$ cat src/rtl/fpmul_dual_requester_pkg.sv
// Shared definitions for the dual FP32 multiplier requester: FSM encoding and result tag meaning.
package fpmul_dual_requester_pkg;

    localparam int unsigned DATA_W = 32;
    localparam int unsigned TAG_W  = 2;

    typedef enum logic [1:0] {
        ST_IDLE  = 2'd0,
        ST_ISSUE = 2'd1,
        ST_WAIT  = 2'd2,
        ST_DONE  = 2'd3
    } state_t;

    // res_rdy tag values driven by the multiplier top
    localparam logic [TAG_W-1:0] RDY_NONE = 2'b00;
    localparam logic [TAG_W-1:0] RDY_VHDL = 2'b01;
    localparam logic [TAG_W-1:0] RDY_VLOG = 2'b10;
    localparam logic [TAG_W-1:0] RDY_BAD  = 2'b11;

endpackage

$ cat src/rtl/fpmul_tag_capture.sv
// Detects new result tags on the level-held res_rdy bus and captures each core's product once per job.
module fpmul_tag_capture
    import fpmul_dual_requester_pkg::*;
(
    input  logic              clk,
    input  logic              rst,
    input  logic              i_clr_res,
    input  logic              i_clr_got,
    input  logic              i_arm,
    input  logic              i_en,
    input  logic [TAG_W-1:0]  i_res_rdy,
    input  logic [DATA_W-1:0] i_res,
    output logic              o_got_vlog_c,
    output logic              o_got_vhdl_c,
    output logic [DATA_W-1:0] o_res_vlog_c,
    output logic [DATA_W-1:0] o_res_vhdl_c,
    output logic [DATA_W-1:0] o_res_vlog,
    output logic [DATA_W-1:0] o_res_vhdl
);

    logic [TAG_W-1:0]  r_rr_prev;
    logic              r_got_vlog;
    logic              r_got_vhdl;
    logic [DATA_W-1:0] r_res_vlog;
    logic [DATA_W-1:0] r_res_vhdl;

    logic w_new_tag;
    logic w_cap_vlog;
    logic w_cap_vhdl;

    // A tag only counts when it differs from the previous level; 2'b11 is never a legal tag
    always_comb begin
        w_new_tag    = i_en && (i_res_rdy != r_rr_prev) && (i_res_rdy != RDY_NONE)
                       && (i_res_rdy != RDY_BAD);
        w_cap_vlog   = w_new_tag && (i_res_rdy == RDY_VLOG) && !r_got_vlog;
        w_cap_vhdl   = w_new_tag && (i_res_rdy == RDY_VHDL) && !r_got_vhdl;
        o_got_vlog_c = r_got_vlog | w_cap_vlog;
        o_got_vhdl_c = r_got_vhdl | w_cap_vhdl;
        o_res_vlog_c = w_cap_vlog ? i_res : r_res_vlog;
        o_res_vhdl_c = w_cap_vhdl ? i_res : r_res_vhdl;
    end

    always_ff @(posedge clk or negedge rst) begin
        if (!rst) begin
            r_rr_prev  <= RDY_NONE;
            r_got_vlog <= 1'b0;
            r_got_vhdl <= 1'b0;
            r_res_vlog <= '0;
            r_res_vhdl <= '0;
        end else begin
            if (i_arm) begin
                r_rr_prev <= i_res_rdy;
            end else if (i_en && (i_res_rdy != RDY_BAD)) begin
                r_rr_prev <= i_res_rdy;
            end

            if (i_clr_got) begin
                r_got_vlog <= 1'b0;
                r_got_vhdl <= 1'b0;
            end else begin
                r_got_vlog <= o_got_vlog_c;
                r_got_vhdl <= o_got_vhdl_c;
            end

            if (i_clr_res) begin
                r_res_vlog <= '0;
                r_res_vhdl <= '0;
            end else begin
                r_res_vlog <= o_res_vlog_c;
                r_res_vhdl <= o_res_vhdl_c;
            end
        end
    end

    assign o_res_vlog = r_res_vlog;
    assign o_res_vhdl = r_res_vhdl;

endmodule

$ cat src/rtl/fpmul_dual_requester.sv
// Issues one operand pair to both multiplier cores, collects both tagged results and reports
// the pair with mismatch and timeout flags.
module fpmul_dual_requester
    import fpmul_dual_requester_pkg::*;
#(
    parameter int unsigned TIMEOUT = 256,
    parameter int unsigned CNT_W   = 9
) (
    input  logic              clk,
    input  logic              rst,
    input  logic              s_valid,
    output logic              s_ready,
    input  logic [DATA_W-1:0] s_op1,
    input  logic [DATA_W-1:0] s_op2,
    output logic [DATA_W-1:0] op1,
    output logic [DATA_W-1:0] op2,
    output logic [TAG_W-1:0]  in_rdy,
    input  logic [DATA_W-1:0] res,
    input  logic [TAG_W-1:0]  res_rdy,
    output logic              m_valid,
    input  logic              m_ready,
    output logic [DATA_W-1:0] m_res_vlog,
    output logic [DATA_W-1:0] m_res_vhdl,
    output logic              m_mismatch,
    output logic              m_timeout
);

    state_t            r_state;
    state_t            w_state_nxt;
    logic [CNT_W-1:0]  r_cnt;
    logic [DATA_W-1:0] r_op1;
    logic [DATA_W-1:0] r_op2;
    logic              r_mismatch;
    logic              r_timeout;

    logic              w_accept;
    logic              w_expire;
    logic              w_both;
    logic              w_wait_end;
    logic              w_leave;
    logic              w_got_vlog;
    logic              w_got_vhdl;
    logic [DATA_W-1:0] w_vlog_nxt;
    logic [DATA_W-1:0] w_vhdl_nxt;

    always_comb begin
        w_accept   = s_valid && (r_state == ST_IDLE);
        w_expire   = (r_cnt == CNT_W'(TIMEOUT - 1));
        w_both     = w_got_vlog && w_got_vhdl;
        w_wait_end = (r_state == ST_WAIT) && (w_both || w_expire);
        w_leave    = (r_state == ST_DONE) && m_ready;
    end

    fpmul_tag_capture u_capture (
        .clk          (clk),
        .rst          (rst),
        .i_clr_res    (w_accept),
        .i_clr_got    (w_leave),
        .i_arm        (r_state == ST_ISSUE),
        .i_en         (r_state == ST_WAIT),
        .i_res_rdy    (res_rdy),
        .i_res        (res),
        .o_got_vlog_c (w_got_vlog),
        .o_got_vhdl_c (w_got_vhdl),
        .o_res_vlog_c (w_vlog_nxt),
        .o_res_vhdl_c (w_vhdl_nxt),
        .o_res_vlog   (m_res_vlog),
        .o_res_vhdl   (m_res_vhdl)
    );

    // State register
    always_ff @(posedge clk or negedge rst) begin
        if (!rst) begin
            r_state <= ST_IDLE;
        end else begin
            r_state <= w_state_nxt;
        end
    end

    // Next-state logic
    always_comb begin
        w_state_nxt = r_state;
        case (r_state)
            ST_IDLE:  if (w_accept)   w_state_nxt = ST_ISSUE;
            ST_ISSUE:                 w_state_nxt = ST_WAIT;
            ST_WAIT:  if (w_wait_end) w_state_nxt = ST_DONE;
            ST_DONE:  if (w_leave)    w_state_nxt = ST_IDLE;
            default:                  w_state_nxt = ST_IDLE;
        endcase
    end

    // Handshake outputs decoded from the state register
    always_comb begin
        s_ready = 1'b0;
        in_rdy  = 2'b00;
        m_valid = 1'b0;
        case (r_state)
            ST_IDLE:  s_ready = 1'b1;
            ST_ISSUE: in_rdy  = 2'b11;
            ST_DONE:  m_valid = 1'b1;
            default:  ;
        endcase
    end

    // Operand latch, timeout counter and result flags (frozen for the whole DONE state)
    always_ff @(posedge clk or negedge rst) begin
        if (!rst) begin
            r_op1      <= '0;
            r_op2      <= '0;
            r_cnt      <= '0;
            r_mismatch <= 1'b0;
            r_timeout  <= 1'b0;
        end else begin
            if (w_accept) begin
                r_op1 <= s_op1;
                r_op2 <= s_op2;
            end

            if (r_state == ST_WAIT) begin
                r_cnt <= r_cnt + CNT_W'(1);
            end else if (w_leave) begin
                r_cnt <= '0;
            end

            if (w_wait_end) begin
                r_mismatch <= w_both && (w_vlog_nxt != w_vhdl_nxt);
                r_timeout  <= !w_both;
            end else if (w_leave) begin
                r_mismatch <= 1'b0;
                r_timeout  <= 1'b0;
            end
        end
    end

    assign op1        = r_op1;
    assign op2        = r_op2;
    assign m_mismatch = r_mismatch;
    assign m_timeout  = r_timeout;

endmodule

$ cat config.mk
export PLATFORM = sky130hd
export DESIGN_NAME = fpmul_dual_requester
export DESIGN_NICKNAME = d
export VERILOG_FILES = /design/src/rtl/fpmul_dual_requester_pkg.sv /design/src/rtl/fpmul_tag_capture.sv /design/src/rtl/fpmul_dual_requester.sv
export SDC_FILE = /design/constraint.sdc
export NUM_CORES = 1
export LEC_CHECK = 0
export BUFFER_PORTS_ARGS = -buffer_cell sky130_fd_sc_hd__buf_2
export CAP_MARGIN = 20
export CORE_MARGIN = 2
export CORE_UTILIZATION = 45
export CTS_CLUSTER_SIZE = 12
export DETAILED_ROUTE_END_ITERATION = 12
export HOLD_SLACK_MARGIN = 0.02
export PLACE_DENSITY = 0.69
export SYNTH_ARGS = -nofsm -noshare
export SYNTH_HDL_FRONTEND = slang
export SYNTH_SLANG_ARGS = --single-unit
$ cat constraint.sdc
create_clock -name clk -period 5.9 [get_ports clk]
set_input_delay 0.885 -clock clk [delete_from_list [all_inputs] [get_ports clk]]
set_output_delay 0.885 -clock clk [all_outputs]
set_load 0.02 [all_outputs]
==> metrics.md, run 1 <==
| Metric | Value |
|---|---|
| Post-synthesis cell count | `714` |
| Total negative slack for setup checks | `0 ns` |
| Total global routing track utilization | `0.229` |
| Kind of end point of the critical path | `register` |
| Register clock-pin slew on the reported worst setup and hold paths | `0.06 ns` |
| Number of buffers and inverters on the critical path | `2` |
| Buffer count from post-CTS setup fixing | `0` |
| Worst clock skew | `0.00650 ns` |
| Endpoints failing setup | `0` |
| Number of max-capacitance violations reported | `0` |
| Worst-path fanout max | `40` |
| Wire length of the first global-routing pass | `31.7 mm` |
| Average wire per cell in the routed design | `16.9 um` |
| Total core area | `0.0158 mm2` |
| Origin of the critical flop-to-flop path | `r_state[0]$_DFFE_PN0P_` |
| Critical path launch point | `r_state[0]$_DFFE_PN0P_` |
| Ys flop type | `dfrtp_1` |
| Clock tree buffer depth | `2` |
| Final period demand of the worst path | `3.93 ns` |
| Count of cells resized by post-cts repair | `0` |
| DRC violations left | `0` |
| Final Cycle Share | `0.667` |
| Category of the worst setup path launch point | `register` |
| Number of hold violations in the final report | `0` |
| Family of cells with the greatest summed delay on the critical path | `simple AND/OR/NAND/NOR gates` |
| Number of placed I/O pins | `236` |
| Final slew viol count | `0` |
| Cell type with the largest total area after synthesis | `dfrtp_1` |
| Power Dens Cells | `559 mW/mm2` |
| Tightest Pin Transition | `0.908 ns` |
| Routed wire length | `19.5 mm` |
| PortBufs | `235` |
| Die Footprint | `0.0172 mm2` |
| Share of total power in the clock network | `0.207` |
| Upper clock frequency limit | `254 MHz` |
| Cell at the root of the clock tree | `clkbuf_16` |
| Status | `complete, no violations` |
| Number of antenna violations at the first check in global routing | `3` |
| Post-route cell area | `0.00909 mm2` |
| RSZ-0062 raised after global routing | `no` |
| Source of the worst hold timing path | `r_cnt[6]$_DFFE_PN0P_` |
| Setup slack at placement | `2.01 ns` |
| Final layout net count | `1032` |
| CP arrival | `4.24 ns` |
| Share of the yosys chip area belonging to registers | `0.499` |
| Relative contribution of sequential cells to total power | `0.356` |
| Syn. warnings | `0` |
| Maximum number of pins on one net before global-route repair | `90` |
| Num CTS Buffers | `17` |
| Data required, critical path | `6.20 ns` |
| Initial standard-cell utilization of the core | `0.460` |
| Share of layout cells above drive strength 1 | `0.379` |
| Number of hold buffers added after CTS | `0` |
| Leakage power figure | `4.39 nW` |
| Number of enable flip-flop cells after synthesis | `0` |
| Portion of total power attributed to combinational logic | `0.436` |
| Length of the first detailed-routing pass in iterations | `5` |
| Switching pwr | `2.15 mW` |
| Cell-internal power | `2.93 mW` |
| Critical path cell sequence | `inv_1 > ha_1 > and4bb_4 > nand2_2 > buf_4 > o221ai_1 > a22oi_1 > a2111oi_0 > or4b_1 > nor4_2 > o21ai_1` |
| Main area contributors after synthesis | `dfrtp_1, mux2_2, nand2_1` |
| Total via count after detailed routing | `6348` |
| Overall Power | `5.08 mW` |
| Die outline height | `131 um` |
| Dpl cell area | `0.00851 mm2` |
| Switching share of power | `0.424` |
| Via count of the first global-routing pass | `5995` |
| Total of flip-flops plus latches after synthesis | `145` |
| Placer congestion estimate | `0.790` |
| Antenna-violating nets left | `0` |
| Synthesized netlist net count | `822` |
| Average footprint of a synthesized cell | `10.2 um2` |
| Number of DRC markers in iteration 0 | `482` |
| GRT overflow | `0` |
| Netlist Area Pre-Place | `0.00728 mm2` |
| CP max stage delay | `0.57 ns` |
| Path class of the lowest-slack min-delay path | `reg -> reg` |
| HPWL reported at the end of detailed placement | `13.3 mm` |
| Clock tree from TritonCTS | `built` |
| Deepest level of the CTS H-tree | `4` |
| Slowest cell on crit path | `ha_1` |
| TritonCTS sink count | `145` |
| Share of flip-flops with an asynchronous set or reset after synthesis | `1.00` |
| Setup WS post-layout | `1.97 ns` |
| Worst Setup Path Type | `reg -> reg` |
| Proportion of netlist area held by the largest area contributor | `0.499` |
| Chip width | `131 um` |
| Via count normalized by instance count | `5.50` |
| Final core occ | `0.574` |
| Area added between synthesis and finish | `25.0%` |
| Max IR drop VDD | `296 uV` |
| Row count | `46` |
| Cell variety after synth | `53` |
| Slew Limit Headroom | `0.394` |
| Insertion delay of the later-clocked pin in the worst-skew pair | `0.42 ns` |
[cells by family (layout without fill, tap and decap cells)]
kind of cell,after synthesis,after routing,synth area share
multiplexers,68,68,0.105
AND/OR/NAND/NOR,208,208,0.127
flip-flops,145,145,0.499
AO/OA/AOI/OAI,190,190,0.177
other,0,2,0
adder cells (fa/ha/maj),6,6,0.0103
buffers and inverters,64,287,0.0426
XOR/XNOR,33,33,0.0397
[cell usage after synthesis, types with 8 or more instances]
cell type / number
or2_2: 11
inv_1: 16
nor2_1: 14
dfrtp_1: 145
a21oi_1: 74
mux2_2: 64
xnor2_1: 10
clkbuf_1: 28
o22ai_1: 17
o21ai_0: 8
nand2_1: 142
nor3_1: 13
a22o_1: 18
a211oi_1: 10
o32ai_1: 10
a22oi_1: 10
xor2_1: 23
[metal layers]
layer	wire length, um	share of wire	up-vias	track usage
met5	5	0.00026	-	0
met4	450	0.023	2	0.0960
met3	1540	0.079	28	0.0706
met2	9280	0.47	238	0.353
met1	8270	0.42	3090	0.300
li1	-	-	2990	-
[worst paths after layout]
| kind | end | slack [ns] | cells after the start |
|---|---|---|---|
| min reg2reg | r_cnt[6]$_DFFE_PN0P_ | 0.49 | 1 |
| max in group asynchronous | op1[4]$_DFFE_PN0P_ | 4.11 | 2 |
| max reg2reg | m_mismatch$_DFFE_PN0P_ | 1.97 | 11 |
| max | m_mismatch$_DFFE_PN0P_ | 1.97 | 11 |
| min in group asynchronous | r_state[0]$_DFFE_PN0P_ | 0.54 | 1 |
| min | r_cnt[6]$_DFFE_PN0P_ | 0.49 | 1 |
[sequential cells by signal (all words and copies together) (netlist names)]
name / flops
u_capture.o_res_vhdl: 32
u_capture.r_got_vlog: 1
u_capture.o_res_vlog: 32
m_mismatch: 1
u_capture.r_rr_prev: 2
r_state: 2
op2: 32
m_timeout: 1
u_capture.r_got_vhdl: 1
r_cnt: 9
op1: 32
[layout make-up]
cell class,instances,area [um2]
clock inverter,15,149
clock buffer,17,425
multi-input combinational,505,3340
antenna,2,5.00
tap,216,270
fill,1427,6740
sequential,145,3630
timing repair buffer,239,1210
inverter,16,60.1
[per-stage QoR]
stage | hold WS, ns | std cells
2_1_floorplan | 0.452 | 714
3_3_place_gp | 0.479 | 1121
3_5_place_dp | 0.482 | 1121
4_1_cts | 0.491 | 1153
5_1_grt | 0.502 | 1154
6_report | 0.491 | 1155
[worst reg2reg max path, delay by kind of cell, from the launching register on]
kind	cells	cell delay (ns)
AOI/OAI and AO/OA	4	0.87
adders and majority gates	1	0.57
buffers and inverters	2	0.53
DFF	1	0.41
and+or+nand+nor	4	1.45
[layout by cell type (no fill, tap or decap), types with 11 or more instances in the layout]
cell,Yosys,routed
a21oi_1,74,74
a22o_1,18,18
buf_2,5,234
clkbuf_16,0,17
dfrtp_1,145,145
inv_1,16,16
mux2_2,64,64
nand2_1,142,141
nor2_1,14,14
nor3_1,13,13
o22ai_1,17,17
or2_2,11,11
xor2_1,23,23
[power by group through the flow]
stage	Clock (mW)	Combinational, mW	Sequential [mW]
floorplan	0	1.09	2.23
global placement	0	2.20	1.81
detailed placement	0	2.23	1.82
CTS	1.08	2.23	1.81
global route	1.12	2.42	1.88
finish	1.05	2.22	1.81
Power figures use the tool's default switching activity.
==> inputs of run 2 (changes only) <==
- ABC_AREA: default -> 1
- PLACE_DENSITY: 0.69 -> 0.71
- clock period: 5.9 -> 3.3 ns (I/O delays scaled with it)
==> run 2 against run 1 <==
Worst hold slack got worse by 0.39 ns. Critical path depth increased by 5. Synthesized cell count increased by 54%. Die area increased by 3.9%. Via count increased by 15%. Setup slack got worse by 1.1 ns. Sequential cell count unchanged. Clock power increased by 71%. Clock skew increased by 0.0051 ns. Global-route usage increased by 0.81 points. Critical path type unchanged. Critical endpoint unchanged. Largest power group unchanged.
==> metrics.md, run 2 <==
| Metric | Value |
|---|---|
| Status | `complete, no violations (unchanged)` |
| Post-Place Cells | `1506 (was 1121)` |
| Initial standard-cell utilization of the core | `0.458 (was 0.460)` |
| Tightest Pin Transition | `0.782 ns (was 0.908 ns)` |
| Area fraction in and, or, nand and nor cells after synthesis | `0.354 (was 0.127)` |
| Number of placed I/O pins | `236 (unchanged)` |
| Chip width | `134 um (was 131 um)` |
| Kind of end point of the critical path | `register (unchanged)` |
| Row count | `47 (was 46)` |
| Total via count after detailed routing | `7309 (was 6348)` |
| Share of layout cells above drive strength 1 | `0.222 (was 0.379)` |
| Post-route cell area | `0.00951 mm2 (was 0.00909 mm2)` |
| Ys flop type | `dfrtp_1 (unchanged)` |
| Worst-case reg-to-reg path depth | `16 (was 11)` |
| Proportion of netlist area held by the largest area contributor | `0.479 (was 0.499)` |
| Number of DRC markers in iteration 0 | `427 (was 482)` |
| Insertion delay of the later-clocked pin in the worst-skew pair | `0.42 ns (about the same)` |
| RSZ-0062 raised after global routing | `no (unchanged)` |
| Deepest level of the CTS H-tree | `4 (unchanged)` |
| Cell at the root of the clock tree | `clkbuf_16 (unchanged)` |
| Setup slack at placement | `0.742 ns (was 2.01 ns)` |
| Main combinational cell family by area after synthesis | `simple AND/OR/NAND/NOR gates (was compound AO/OA/AOI/OAI gates)` |
| Main area contributors after synthesis | `dfrtp_1, nand2_1, inv_1 (was dfrtp_1, mux2_2, nand2_1)` |
| Data required, critical path | `3.60 ns (was 6.20 ns)` |
| Dpl cell area | `0.00896 mm2 (was 0.00851 mm2)` |
| Via count of the first global-routing pass | `6963 (was 5995)` |
| Upper clock frequency limit | `412 MHz (was 254 MHz)` |
| FF-to-FF End | `m_mismatch$_DFFE_PN0P_ (unchanged)` |
| Buffer count from post-CTS setup fixing | `0 (unchanged)` |
| Final slew viol count | `0 (unchanged)` |
| Count of cells resized by post-cts repair | `0 (unchanged)` |
| Slew Limit Headroom | `0.479 (was 0.394)` |
| Switching share of power | `0.460 (was 0.424)` |
| Worst clock skew | `0.0116 ns (was 0.00650 ns)` |
| Post-synthesis cell count | `1096 (was 714)` |
| Worst-path fanout max | `51 (was 40)` |
| Number of filler cells placed in the layout | `1574 (was 1427)` |
| Setup slack of the most critical reg-to-reg path | `0.87 ns (was 1.97 ns)` |
| Total area of sequential cells | `0.00363 mm2 (unchanged)` |
| Routed wire length | `20.5 mm (was 19.5 mm)` |
| Register clock-pin slew on the reported worst setup and hold paths | `0.06 ns (about the same)` |
| Final period demand of the worst path | `2.43 ns (was 3.93 ns)` |
| End of the critical path | `m_mismatch$_DFFE_PN0P_ (unchanged)` |
| Share of the yosys chip area belonging to registers | `0.479 (was 0.499)` |
| Final Cycle Share | `0.736 (was 0.667)` |
| Final layout net count | `1413 (was 1032)` |
| GRT overflow | `0 (unchanged)` |
| Total global routing track utilization | `0.237 (was 0.229)` |
| Origin of the critical flop-to-flop path | `r_state[0]$_DFFE_PN0P_ (unchanged)` |
| Cell variety after synth | `26 (was 53)` |
| Number of antenna violations at the first check in global routing | `1 (was 3)` |
| Worst Setup Path Type | `reg -> reg (unchanged)` |
| TritonCTS sink count | `145 (unchanged)` |
| Netlist Area Pre-Place | `0.00757 mm2 (was 0.00728 mm2)` |
| Die outline height | `134 um (was 131 um)` |
| Share of flip-flops with an asynchronous set or reset after synthesis | `1.00 (unchanged)` |
| Average wire per cell in the routed design | `13.3 um (was 16.9 um)` |
| Clock tree from TritonCTS | `built (unchanged)` |
| Path class of the lowest-slack min-delay path | `in -> async (was reg -> reg)` |
| Leading cell types in the layout, fill and taps excluded | `nand2_1, buf_2, dfrtp_1, inv_1, nor2_1 (was buf_2, dfrtp_1, nand2_1, a21oi_1, mux2_2)` |
| Setup WS post-layout | `0.870 ns (was 1.97 ns)` |
| Number of max-capacitance violations reported | `0 (unchanged)` |
| Most common library cell in the layout ignoring fill and taps | `nand2_1 (was buf_2)` |
| Number of hold violations in the final report | `0 (unchanged)` |
| Proportion of synthesized area in mux cells | `0 (was 0.105)` |
| Total core area | `0.0165 mm2 (was 0.0158 mm2)` |
| Antenna-violating nets left | `0 (unchanged)` |
| Post-synthesis xor/xnor area fraction | `0 (was 0.0397)` |
| Share of total power in the clock network | `0.190 (was 0.207)` |
| Area added between synthesis and finish | `25.7% (was 25.0%)` |
| CP arrival | `2.73 ns (was 4.24 ns)` |
| Power Dens Cells | `997 mW/mm2 (was 559 mW/mm2)` |
| PortBufs | `235 (unchanged)` |
| Cell-internal power | `5.12 mW (was 2.93 mW)` |
| Clock tree buffer depth | `2 (unchanged)` |
| Portion of total power attributed to combinational logic | `0.486 (was 0.436)` |
| Overall Power | `9.48 mW (was 5.08 mW)` |
| HPWL reported at the end of detailed placement | `14.2 mm (was 13.3 mm)` |
| Final Hold Slack | `0.0970 ns (was 0.491 ns)` |
| Maximum number of pins on one net before global-route repair | `95 (was 90)` |
| Placer congestion estimate | `0.800 (was 0.790)` |
| Layout Cells excl Fill | `1539 (was 1155)` |
| Relative contribution of sequential cells to total power | `0.324 (was 0.356)` |
| Length of the first detailed-routing pass in iterations | `7 (was 5)` |
| Synthesized netlist net count | `1204 (was 822)` |
| Num CTS Buffers | `17 (unchanged)` |
| Critical path launch point | `r_state[0]$_DFFE_PN0P_ (unchanged)` |
| Number of enable flip-flop cells after synthesis | `0 (unchanged)` |
| Syn. warnings | `0 (unchanged)` |
| Total negative slack for setup checks | `0 ns (unchanged)` |
| Wire length of the first global-routing pass | `33.7 mm (was 31.7 mm)` |
| Fraction of the mapped netlist area in adder cells | `0.00992 (was 0.0103)` |
| Area used by multi-input combinational logic | `0.00319 mm2 (was 0.00334 mm2)` |
| Cell type with the largest total area after synthesis | `dfrtp_1 (unchanged)` |
| Category of the worst setup path launch point | `register (unchanged)` |
| Synth Area in Compound Gates | `0.0561 (was 0.177)` |
| Most used standard cells in the synthesized netlist | `nand2_1, dfrtp_1, inv_1 (was dfrtp_1, nand2_1, a21oi_1)` |
| Via count normalized by instance count | `4.75 (was 5.50)` |
| Number of hold buffers added after CTS | `0 (unchanged)` |
| Final core occ | `0.575 (was 0.574)` |
| DRC violations left | `0 (unchanged)` |
| Average footprint of a synthesized cell | `6.90 um2 (was 10.2 um2)` |
| Switching pwr | `4.36 mW (was 2.15 mW)` |
| Most used standard cell by instance count after synthesis | `nand2_1 (was dfrtp_1)` |
| Endpoints failing setup | `0 (unchanged)` |
| Die Footprint | `0.0179 mm2 (was 0.0172 mm2)` |
| Total of flip-flops plus latches after synthesis | `145 (unchanged)` |
| Max IR drop VDD | `493 uV (was 296 uV)` |
| Leakage power figure | `5.82 nW (was 4.39 nW)` |
run 2: cell types whose count changed after synthesis, sizes merged, moves of 12 or more:
| cell | change |
|---|---|
| a22o | -17 |
| o21ai | +64 |
| a21oi | -67 |
| nor2 | +88 |
| mux2 | -64 |
| xor2 | -23 |
| nand4 | +48 |
| o22ai | -16 |
| inv | +118 |
| nor3 | -12 |
| nand2 | +357 |
run 2: cells by family after synthesis:
logic type                 after synthesis
and+or+nand+nor                        667
buffers and inverters                  195
DFF                                    145
AOI/OAI and AO/OA                       83
adders and majority gates                6
run 2: metal layers:
layer | vias to the layer above | GRT usage | part of all wire
li1 | 3758 | - | -
met1 | 3273 | 0.305 | 0.44
met2 | 261 | 0.389 | 0.47
met3 | 17 | 0.0693 | 0.075
met4 | 0 | 0.0715 | 0.012
met5 | - | 0 | 0
run 2: power by group through the flow:
| stage | Sequential [mW] | Combinational (mW) | Clock [mW] |
|---|---|---|---|
| 6_report | 3.07 | 4.60 | 1.80 |
| 5_1_grt | 3.18 | 5.22 | 1.93 |
| 4_1_cts | 3.07 | 4.65 | 1.85 |
| 3_5_place_dp | 3.06 | 4.65 | 0 |
| 3_3_place_gp | 3.07 | 4.57 | 0 |
| 2_1_floorplan | 3.89 | 2.30 | 0 |
run 2: critical path, stage by stage (launching register included):
cell and delay, ns:
dfrtp_1 0.40, inv_1 0.11, ha_1 0.17, nand2_1 0.09, nor2_4 0.15, buf_4 0.44, nand4_1 0.15, nand2_1 0.12
nand2_1 0.06, nand2_1 0.06, nand2_1 0.05, nor2_1 0.13, nand2_1 0.09, nor2_1 0.11, nand2_1 0.06, nand2_1 0.05
nand2_1 0.05
run 2: layout make-up:
| class | count | area share |
|---|---|---|
| diodes | 1 | 0.000263 |
| clock buffers | 20 | 0.0459 |
| clock inverters | 12 | 0.0118 |
| inverters | 137 | 0.0543 |
| multi-input cells | 756 | 0.336 |
| flip-flops and latches | 145 | 0.382 |
| well taps | 220 | 0.0289 |
| repair buffers | 248 | 0.141 |
run 2: how the worst min path moves through the flow:
stage	from	to	slack, ns	cells past startpoint
finish	rst	u_capture.r_rr_prev[1]$_DFFE_PN0P_	0.1	1
global route	rst	u_capture.o_res_vhdl[3]$_DFF_PN0_	0.15	1
CTS	rst	u_capture.r_rr_prev[1]$_DFFE_PN0P_	0.13	1
detailed placement	op2[27]$_DFFE_PN0P_	op2[27]$_DFFE_PN0P_	0.46	2
global placement	op2[16]$_DFFE_PN0P_	op2[16]$_DFFE_PN0P_	0.46	2
floorplan	rst	m_mismatch$_DFFE_PN0P_	0.20	0
